### config.mk
export PLATFORM = sky130hd
export DESIGN_NAME = dict_rom_arbiter
export DESIGN_NICKNAME = d
export VERILOG_FILES = /design/src/rtl/dict_rom_arbiter.sv
export SDC_FILE = /design/constraint.sdc
export NUM_CORES = 1
export LEC_CHECK = 0
export CAP_MARGIN = 0
export CORE_ASPECT_RATIO = 0.75
export CORE_MARGIN = 10
export CORE_UTILIZATION = 45
export CTS_CLUSTER_DIAMETER = 30
export CTS_CLUSTER_SIZE = 24
export DETAILED_ROUTE_END_ITERATION = 10
export GPL_TIMING_DRIVEN = 0
export PLACE_DENSITY = 0.81
export SLEW_MARGIN = 30
export SYNTH_ARGS = -nofsm -noshare
export SYNTH_HDL_FRONTEND = slang
export SYNTH_SLANG_ARGS = --single-unit
export TNS_END_PERCENT = 50
### constraint.sdc
create_clock -name clock -period 3.9 [get_ports clock]
set_input_delay 0.78 -clock clock [delete_from_list [all_inputs] [get_ports clock]]
set_output_delay 0.78 -clock clock [all_outputs]
set_load 0.05 [all_outputs]
### src/rtl/dict_rom_arbiter.sv
// Two-port round-robin arbiter in front of the single-port dictionary ROM.
// Port 0 is the CPU and port 1 is the word-scan engine; each returned word goes back to the port that issued its read.
module dict_rom_arbiter #(
  parameter int RD_LAT    = 1,
  parameter int MAX_BURST = 4,
  parameter int AW        = 12,
  parameter int DW        = 32
) (
  input  logic          clock,
  input  logic          reset,
  input  logic          req0,
  input  logic [AW-1:0] addr0,
  output logic          gnt0,
  output logic          rvalid0,
  output logic [DW-1:0] rdata0,
  input  logic          req1,
  input  logic [AW-1:0] addr1,
  output logic          gnt1,
  output logic          rvalid1,
  output logic [DW-1:0] rdata1,
  output logic [AW-1:0] rom_addr,
  input  logic [DW-1:0] rom_dout,
  output logic          busy
);

  localparam int CW = 4;

  typedef enum logic {
    OWNER_P0 = 1'b0,
    OWNER_P1 = 1'b1
  } owner_e;

  owner_e              ptr_q, ptr_d;
  owner_e              last_q, last_d;
  logic                last_vld_q, last_vld_d;
  logic [CW-1:0]       cnt_q, cnt_d;
  logic [AW-1:0]       addr_q, addr_d;
  logic [RD_LAT-1:0]   tag_vld_q, tag_vld_d;
  logic [RD_LAT-1:0]   tag_own_q, tag_own_d;
  logic [DW-1:0]       hold0_q, hold0_d;
  logic [DW-1:0]       hold1_q, hold1_d;

  owner_e              sel;
  logic                accept;
  logic                cap_hit;
  logic                resp_vld;
  logic                resp_own;

  // Arbitration: a lone requester always wins; on a tie the pointer decides,
  // unless the last owner has used up its burst allowance.
  // NOTE: every signal written in always_comb gets a default first, so no latch can be inferred.
  always_comb begin
    sel     = OWNER_P0;
    accept  = 1'b0;
    cap_hit = last_vld_q && (cnt_q == CW'(MAX_BURST));
    if (!reset) begin
      accept = req0 || req1;
      if (req0 && req1) begin
        sel = cap_hit ? owner_e'(~last_q) : ptr_q;
      end else if (req1) begin
        sel = OWNER_P1;
      end
    end
    gnt0 = accept && (sel == OWNER_P0);
    gnt1 = accept && (sel == OWNER_P1);
  end

  always_comb begin
    rom_addr = addr_q;
    if (reset) begin
      rom_addr = '0;
    end else if (accept) begin
      rom_addr = (sel == OWNER_P1) ? addr1 : addr0;
    end
  end

  always_comb begin
    ptr_d      = ptr_q;
    last_d     = last_q;
    last_vld_d = last_vld_q;
    cnt_d      = cnt_q;
    addr_d     = addr_q;
    if (accept) begin
      addr_d     = rom_addr;
      last_d     = sel;
      last_vld_d = 1'b1;
      ptr_d      = owner_e'(~sel);
      if (last_vld_q && (last_q == sel)) begin
        cnt_d = (cnt_q == CW'(MAX_BURST)) ? cnt_q : cnt_q + CW'(1);
      end else begin
        cnt_d = CW'(1);
      end
    end else begin
      cnt_d = '0;
    end
  end

  // Each stage of the tag pipeline holds one in-flight read: a valid bit and the owner that issued it.
  always_comb begin
    tag_vld_d    = '0;
    tag_own_d    = '0;
    tag_vld_d[0] = accept;
    tag_own_d[0] = sel;
    for (int i = 1; i < RD_LAT; i++) begin
      tag_vld_d[i] = tag_vld_q[i-1];
      tag_own_d[i] = tag_own_q[i-1];
    end
  end

  always_comb begin
    resp_vld = tag_vld_q[RD_LAT-1] && !reset;
    resp_own = tag_own_q[RD_LAT-1];
    rvalid0  = resp_vld && (resp_own == OWNER_P0);
    rvalid1  = resp_vld && (resp_own == OWNER_P1);
    rdata0   = rvalid0 ? rom_dout : hold0_q;
    rdata1   = rvalid1 ? rom_dout : hold1_q;
    hold0_d  = rdata0;
    hold1_d  = rdata1;
    busy     = !reset && (|tag_vld_q);
  end

  // NOTE: sequential state uses non-blocking assignments only, so every flop samples pre-edge values.
  always_ff @(posedge clock) begin
    if (reset) begin
      ptr_q      <= OWNER_P0;
      last_q     <= OWNER_P0;
      last_vld_q <= 1'b0;
      cnt_q      <= '0;
      addr_q     <= '0;
      tag_vld_q  <= '0;
      tag_own_q  <= '0;
      hold0_q    <= '0;
      hold1_q    <= '0;
    end else begin
      ptr_q      <= ptr_d;
      last_q     <= last_d;
      last_vld_q <= last_vld_d;
      cnt_q      <= cnt_d;
      addr_q     <= addr_d;
      tag_vld_q  <= tag_vld_d;
      tag_own_q  <= tag_own_d;
      hold0_q    <= hold0_d;
      hold1_q    <= hold1_d;
    end
  end

endmodule

# Yosys cells after proc, flatten, opt, wreduce, memory -nomap -nowiden
# Index checks and enable logic that the tools add are counted.
# Widths: inputs -> output; s select.
[word_totals]
regBits = 85
wordCells = 43
[op_classes]
addsub = 1
eq_ne = 3
n_mux = 12
n_bitwise = 5
n_reduce_logical = 12
[ops]
columns = ["op", "count"]
rows = [
  ["$mux 32", 2],
  ["$mux 12", 3],
  ["$logic_and 1x1->1", 8],
  ["$mux 1", 7],
  ["$not 1->1", 5],
  ["$add 4x1->4 const B", 1],
  ["$eq 4x3->1 const B", 1],
  ["$reduce_or 3->1", 1],
  ["$ne 2x2->1 const B", 1],
  ["$reduce_or 2->1", 1],
  ["$eq 1x1->1", 1],
  ["$logic_not 1->1", 1],
  ["$logic_or 1x1->1", 1],
]

# Longest topological paths before layout
# Gate-level depths: netlist (run 1).
[depth]
depth_word = 9
depth_mapped = 8
ltp_nobuf = 6

# Worst setup path before layout (run 1)
# OpenSTA, ideal clock, no wires.
[synth_path]
path_type = "input to output"
from = "input req1"
to = "output rom_addr[3]"
arrival_time_ns = 2.665
slack_ns = 0.455
path_stages = 6
n_path_buf = 3
cell_sequence = "buf_2 nand3_1 and2_4 buf_6 buf_6 a211oi_1"
[synth_via]
elab_chain_cells = 6
word_cells_on_any_way = 9
[synth_lines]
columns = ["item", "line_no", "source"]
rows = [
  ["from (decl)", "16", "input logic req1,"],
  ["$mux 1 / $logic_and 1x1->1 (equally long branches)", "60, 58", ""],
  ["$mux 1", "58", "if (req0 && req1) begin"],
  ["$mux 1", "56", "if (!reset) begin"],
  ["$mux 12", "73", "rom_addr = (sel == OWNER_P1) ? addr1 : addr0;"],
  ["$mux 12 (*)", "72", "end else if (accept) begin"],
  ["$mux 12 (*)", "70", "if (reset) begin"],
  ["to (decl)", "21", "output logic [AW-1:0] rom_addr,"],
]
# Every way passes the cells marked *; elsewhere a longest branch is shown, timed or not.

# Worst setup path after layout (run 1)
[layout_path]
from = "input reset"
to = "output rdata0[1]"
[layout_via]
elab_chain_cells = 4
[layout_lines]
columns = ["item", "line_no", "source"]
rows = [
  ["from (decl)", "10", "input logic reset,"],
  ["$logic_not 1->1", "111", "resp_vld = tag_vld_q[RD_LAT-1] && !reset;"],
  ["$logic_and 1x1->1", "111", ""],
  ["$logic_and 1x1->1", "113", "rvalid0 = resp_vld && (resp_own == OWNER_P0);"],
  ["$mux 32", "115", "rdata0 = rvalid0 ? rom_dout : hold0_q;"],
  ["to (decl)", "15", "output logic [DW-1:0] rdata0,"],
]
# No other way between the ends.

==> results of run 1 <==
## cell families after synthesis
logic type / share of synthesized area [%]
AND/OR/NAND/NOR: 15.7
flip-flops: 44.6
multiplexers: 24.9
AO/OA/AOI/OAI: 9.21
buffers and inverters: 4.49
XOR/XNOR: 0.459
adder cells (fa/ha/maj): 0.656
## Yosys cell counts, drive strengths merged (2+ instances only)
| library cell | instances |
|---|---|
| dfxtp | 85 |
| nor2b | 67 |
| mux2 | 64 |
| a211oi | 24 |
| a21oi | 18 |
| buf | 16 |
| mux2i | 12 |
| clkbuf | 10 |
| nor2 | 7 |
| nand2 | 4 |
| nand2b | 4 |
| nand3 | 4 |
| o21ai | 4 |
| inv | 3 |
| nand4 | 3 |
| ha | 2 |
| o32ai | 2 |
## metrics by stage
step	utilization, %	cells	power (mW)	setup TNS [ps]	hold slack, ps
after CTS	69.4	601	2.31	0	554
after global placement	66.3	585	1.44	-2090	506
after floorplan	-	341	1.26	0	482
final	70.0	601	2.29	0	564
after global routing	70.0	601	2.38	0	598
after detailed placement	66.3	585	1.45	-1570	550
## per-layer routing
metal  routed length [um]  global-route usage (%)  vias to the layer above
met5                    0                       0                        -
met4                  144                    4.89                        0
met3                  907                    7.06                       13
met2                 5350                    27.9                      104
met1                 4750                    20.2                     1491
li1                     -                       -                     1491
## where the power goes
part           leakage (nW)  internal [mW]  total (mW)  switching, mW
Sequential            0.693          0.904       0.917         0.0133
Clock                 0.158          0.545       0.878          0.333
Combinational          1.95          0.202       0.497          0.295
Total                  2.80           1.65        2.29          0.641
## flip-flops by register name, summed over array words and instances, names as in the netlist
| name | count |
|---|---|
| last_q | 1 |
| cnt_q | 4 |
| last_vld_q | 1 |
| resp_own | 1 |
| addr_q | 12 |
| ptr_q | 1 |
| hold1_q | 32 |
| tag_vld_q | 1 |
| hold0_q | 32 |
## repair_timing
action / CTS / global route
gates resized for setup: 50 / 23
setup endpoints to repair: 53 / 21
hold endpoints to repair: 0 / 0
## area by class of cell
class	instances	area, um^2
buffer	26	163
sequential	85	1700
multi-input combinational	227	1940
timing repair buffer	139	1380
clock inverter	4	45.0
clock buffer	12	267
tap	105	131
fill	635	2410
inverter	3	11.3
## final timing paths
| kind | slack, ps | end | depth (start not counted) | from |
|---|---|---|---|---|
| setup / recovery | 160 | rdata0[1] | 6 | reset |
| hold / removal | 560 | cnt_q[1] | 2 | cnt_q[1] |
| setup reg to reg | 1990 | addr_q[1] | 7 | cnt_q[0] |
| hold reg to reg | 560 | cnt_q[1] | 2 | cnt_q[1] |
## worst max-delay path, cell delays in order
cell and delay, ps:
clkdlybuf4s50_1 560, nor2b_2 200, nor2b_1 170, buf_6 160
mux2_2 350, clkdlybuf4s50_1 730
==> impl_metrics.ini, run 1 <==
[outcome]
status = completed

[cells_and_area]
final_cell_mix = 85 x dfxtp_1, 69 x clkdlybuf4s50_1, 66 x nor2b_1, 49 x dlygate4sd2_1, 35 x mux2_2
final_common_cell = dfxtp_1
num_antenna_cells = 0
layout-drive-gt1-share_pct = 21.2
nets = 553
area_growth_pct = 47.9
final_area_um2 = 5640

[synthesis]
synth_sequential_area_ratio_pct = 44.6
synth_async_sr_flop_share_pct = 0
yosys_most_used_dff = dfxtp_1
synthTopCellsByArea = dfxtp_1 45%, mux2_4 11%, nor2b_1 11%
postSynthCellCount = 341
syn_area_um2 = 3820
synth_nets = 403
synth.top_cell.area_share_pct = 44.6
synth_edf_count = 0
yosysUniqueCellTypes = 35
synth-warning-count = 0
synth-seq-cells = 85
yosysTopAreaCell = dfxtp_1
synth_area_per_cell_um2 = 11.2

[drt]
wl_mm = 11.2
vias_per_cell = 5.16
ant_nets = 0
first_pass_iters = 4
drc_errors = 0
drtIter0Drc = 132
vias = 3099
wl_per_cell_um = 18.6

[power_and_ir_drop]
ir_drop_mv = 0.314
p_leak_nw = 2.80
p_per_area_nw_per_um2 = 406

[placed_design]
dp_hpwl_mm = 8.46
gp_congestion = 0.803
dpl_cell_area_um2 = 5340
dp_slack_ps = -74.7
numPortBuffers = 139

[die]
initial_core_util_pct = 47.4
fp.dieW_um = 126
die_y_um = 99.8
core_area_um2 = 8060
io_pins = 141
die_area_um2 = 12600
row_count = 28

[critical_path]
critPathKind = primary input to output pin
worstPathArrival_ps = 2960
worstPathRequired_ps = 3120
crit_fanout = 8
worst_setup_path_start_kind = primary input
cp-end-kind = output pin

[clock_network]
clockRootBuffer = clkbuf_16
post_cts_buffers = 0
clkTransAtPathRegs_ps = 60
cts_max_path_buffers = 2
cts_hold_buf = 0
h-tree-depth = 3
tritoncts = done
cts_made_buffers = 9
clkLatencyLatePin_ps = 330
cts.sinks = 85

[sta]
finalCriticalPeriod_ps = 3740
clock.fmax_mhz = 268
maxSlewViolCount = 0
slew_headroom_pct = 62.2
finalWorstSetupSlack_ps = 162
finalSetupViolCount = 0
hold_violations = 0
rsz0062_at_grt = no
tightest_slew_ps = 567
fin_crit_sh_pct = 95.8
worst_clock_skew_ps = 4.67

[hold_path]
hp-class = flop to flop

[global_route]
grt_max_degree = 14
grt_pass1_vias = 3198
grt-ovfl-total = 0
grt_pass1_wl_mm = 17.5
grt_usage_pct = 17.1
antenna_found_initial = 0

[run]
cap_violations = 0
No activity file was read; power rests on OpenSTA's default activity.
==> inputs of run 2 (changes only) <==
Settings changed: MAX_ROUTING_LAYER set to met4.
==> impl_metrics.ini, run 2 (synthesis results as in run 1) <==
[hold_path]
hp-class = flop to flop
worstHoldPathCells = 2

[sta]
hold_violations = 0
finalCriticalPeriod_ps = 3740
slew_headroom_pct = 62.0
worst_clock_skew_ps = 5.57
rsz0062_at_grt = no
fin_crit_sh_pct = 95.9
whs_ps = 565
clock.fmax_mhz = 267
tightest_slew_ps = 570
maxSlewViolCount = 0
finalSetupViolCount = 0

[outcome]
status = completed

[drt]
vias = 3078
wl_mm = 11.2
drtIter0Drc = 121
ant_nets = 0
drc_errors = 0
vias_per_cell = 5.12
first_pass_iters = 4
wl_per_cell_um = 18.6

[die]
initial_core_util_pct = 47.4
row_count = 28
fp.dieW_um = 126
die_area_um2 = 12600
core_area_um2 = 8060
io_pins = 141
die_y_um = 99.8

[clock_network]
cts_made_buffers = 9
clkLatencyLatePin_ps = 330
cts.sinks = 85
clockRootBuffer = clkbuf_16
h-tree-depth = 3
tritoncts = done
post_cts_buffers = 0
clkTransAtPathRegs_ps = 60
cts_max_path_buffers = 2

[cells_and_area]
final_common_cell = dfxtp_1
nets = 553
num_antenna_cells = 0
instances_no_fill = 601
fin_util_pct = 70.0
final_area_um2 = 5640
top_regs = hold0_q (32), hold1_q (32), addr_q (12)
layout-drive-gt1-share_pct = 21.2
area_growth_pct = 47.9
final_cell_mix = 85 x dfxtp_1, 69 x clkdlybuf4s50_1, 66 x nor2b_1, 49 x dlygate4sd2_1, 35 x mux2_2

[critical_path]
worstPathRequired_ps = 3120
cp-end-kind = output pin
cpMostUsedCell = clkdlybuf4s50_1
worstPathArrival_ps = 2960
worstSetupPathDepth = 6
cp_num_buf_inv = 3
path_cells = clkdlybuf4s50_1 -> nor2b_2 -> nor2b_1 -> buf_6 -> mux2_2 -> clkdlybuf4s50_1
critPathKind = primary input to output pin
worst_setup_path_start_kind = primary input
crit_family = buffers and inverters
r2r_cells = 8
regToRegSetupSlack_ps = 1980
crit_fanout = 8
worst_path_max_delay_cell = clkdlybuf4s50_1
slowest_delay_ps = 730

[power_and_ir_drop]
p_total_mw = 2.29
ir_drop_mv = 0.315
p_leak_nw = 2.80
p_per_area_nw_per_um2 = 406

[global_route]
grt_usage_pct = 17.6
grt-ovfl-total = 0
grt_pass1_vias = 3203
grt_pass1_wl_mm = 17.5
antenna_found_initial = 0
grt_max_degree = 14

[placed_design]
dp_hpwl_mm = 8.46
numPortBuffers = 139
dp.cells = 585
gp_congestion = 0.815
dpl_cell_area_um2 = 5340

[run]
cap_violations = 0
run 2: cell counts in the layout (fill, tap and decap cells not counted):
Identical to the previous run, type by type.
run 2: per-layer routing:
layer,share of wire [%],global-route usage [%]
met2,48,28.0
met1,44,20.7
met3,6.9,6.15
met4,0.91,4.89
met5,0,-
run 2: power by group:
part / leakage, nW / internal [mW] / switching [mW]
Combinational: 1.95 / 0.202 / 0.296
Sequential: 0.693 / 0.904 / 0.0134
Clock: 0.158 / 0.545 / 0.330
Total: 2.80 / 1.65 / 0.639
run 2: final timing paths:
| path | startpoint | to |
|---|---|---|
| worst min register to register | cnt_q[1] | cnt_q[1] |
| worst max register to register | cnt_q[0] | addr_q[7] |
| worst min-delay path | cnt_q[1] | cnt_q[1] |
| worst max-delay path | reset | rdata0[1] |
run 2: timing repair:
action / CTS / global route
hold endpoints to repair: 0 / 0
pin swaps: 0 / 0
setup endpoints to repair: 53 / 21
resized for setup: 50 / 23
gates cloned: 0 / 0
hold buffers: 0 / 0
run 2: final cells by class:
class	count	area, um^2
buffer	26	163
clock buffer	12	267
clock inverter	4	45.0
fill	635	2410
inverter	3	11.3
multi-input combinational	227	1940
sequential	85	1700
tap	105	131
timing repair buffer	139	1380
run 2: worst register-to-register path, cell delays in order (launching register included):
cell and delay (ps):
dfxtp_1 380, inv_1 80, ha_1 260, nand4b_1 210, nand3_1 200, and2_4 210
buf_6 120, buf_6 140, a211oi_1 210
run 2: stage by stage:
step                setup TNS (ps)  worst slack, ps
global placement             -2090            -99.4
global route                     0             46.9
finish                           0              161
floorplan                        0              455
CTS                              0            0.331
detailed placement           -1570            -74.7
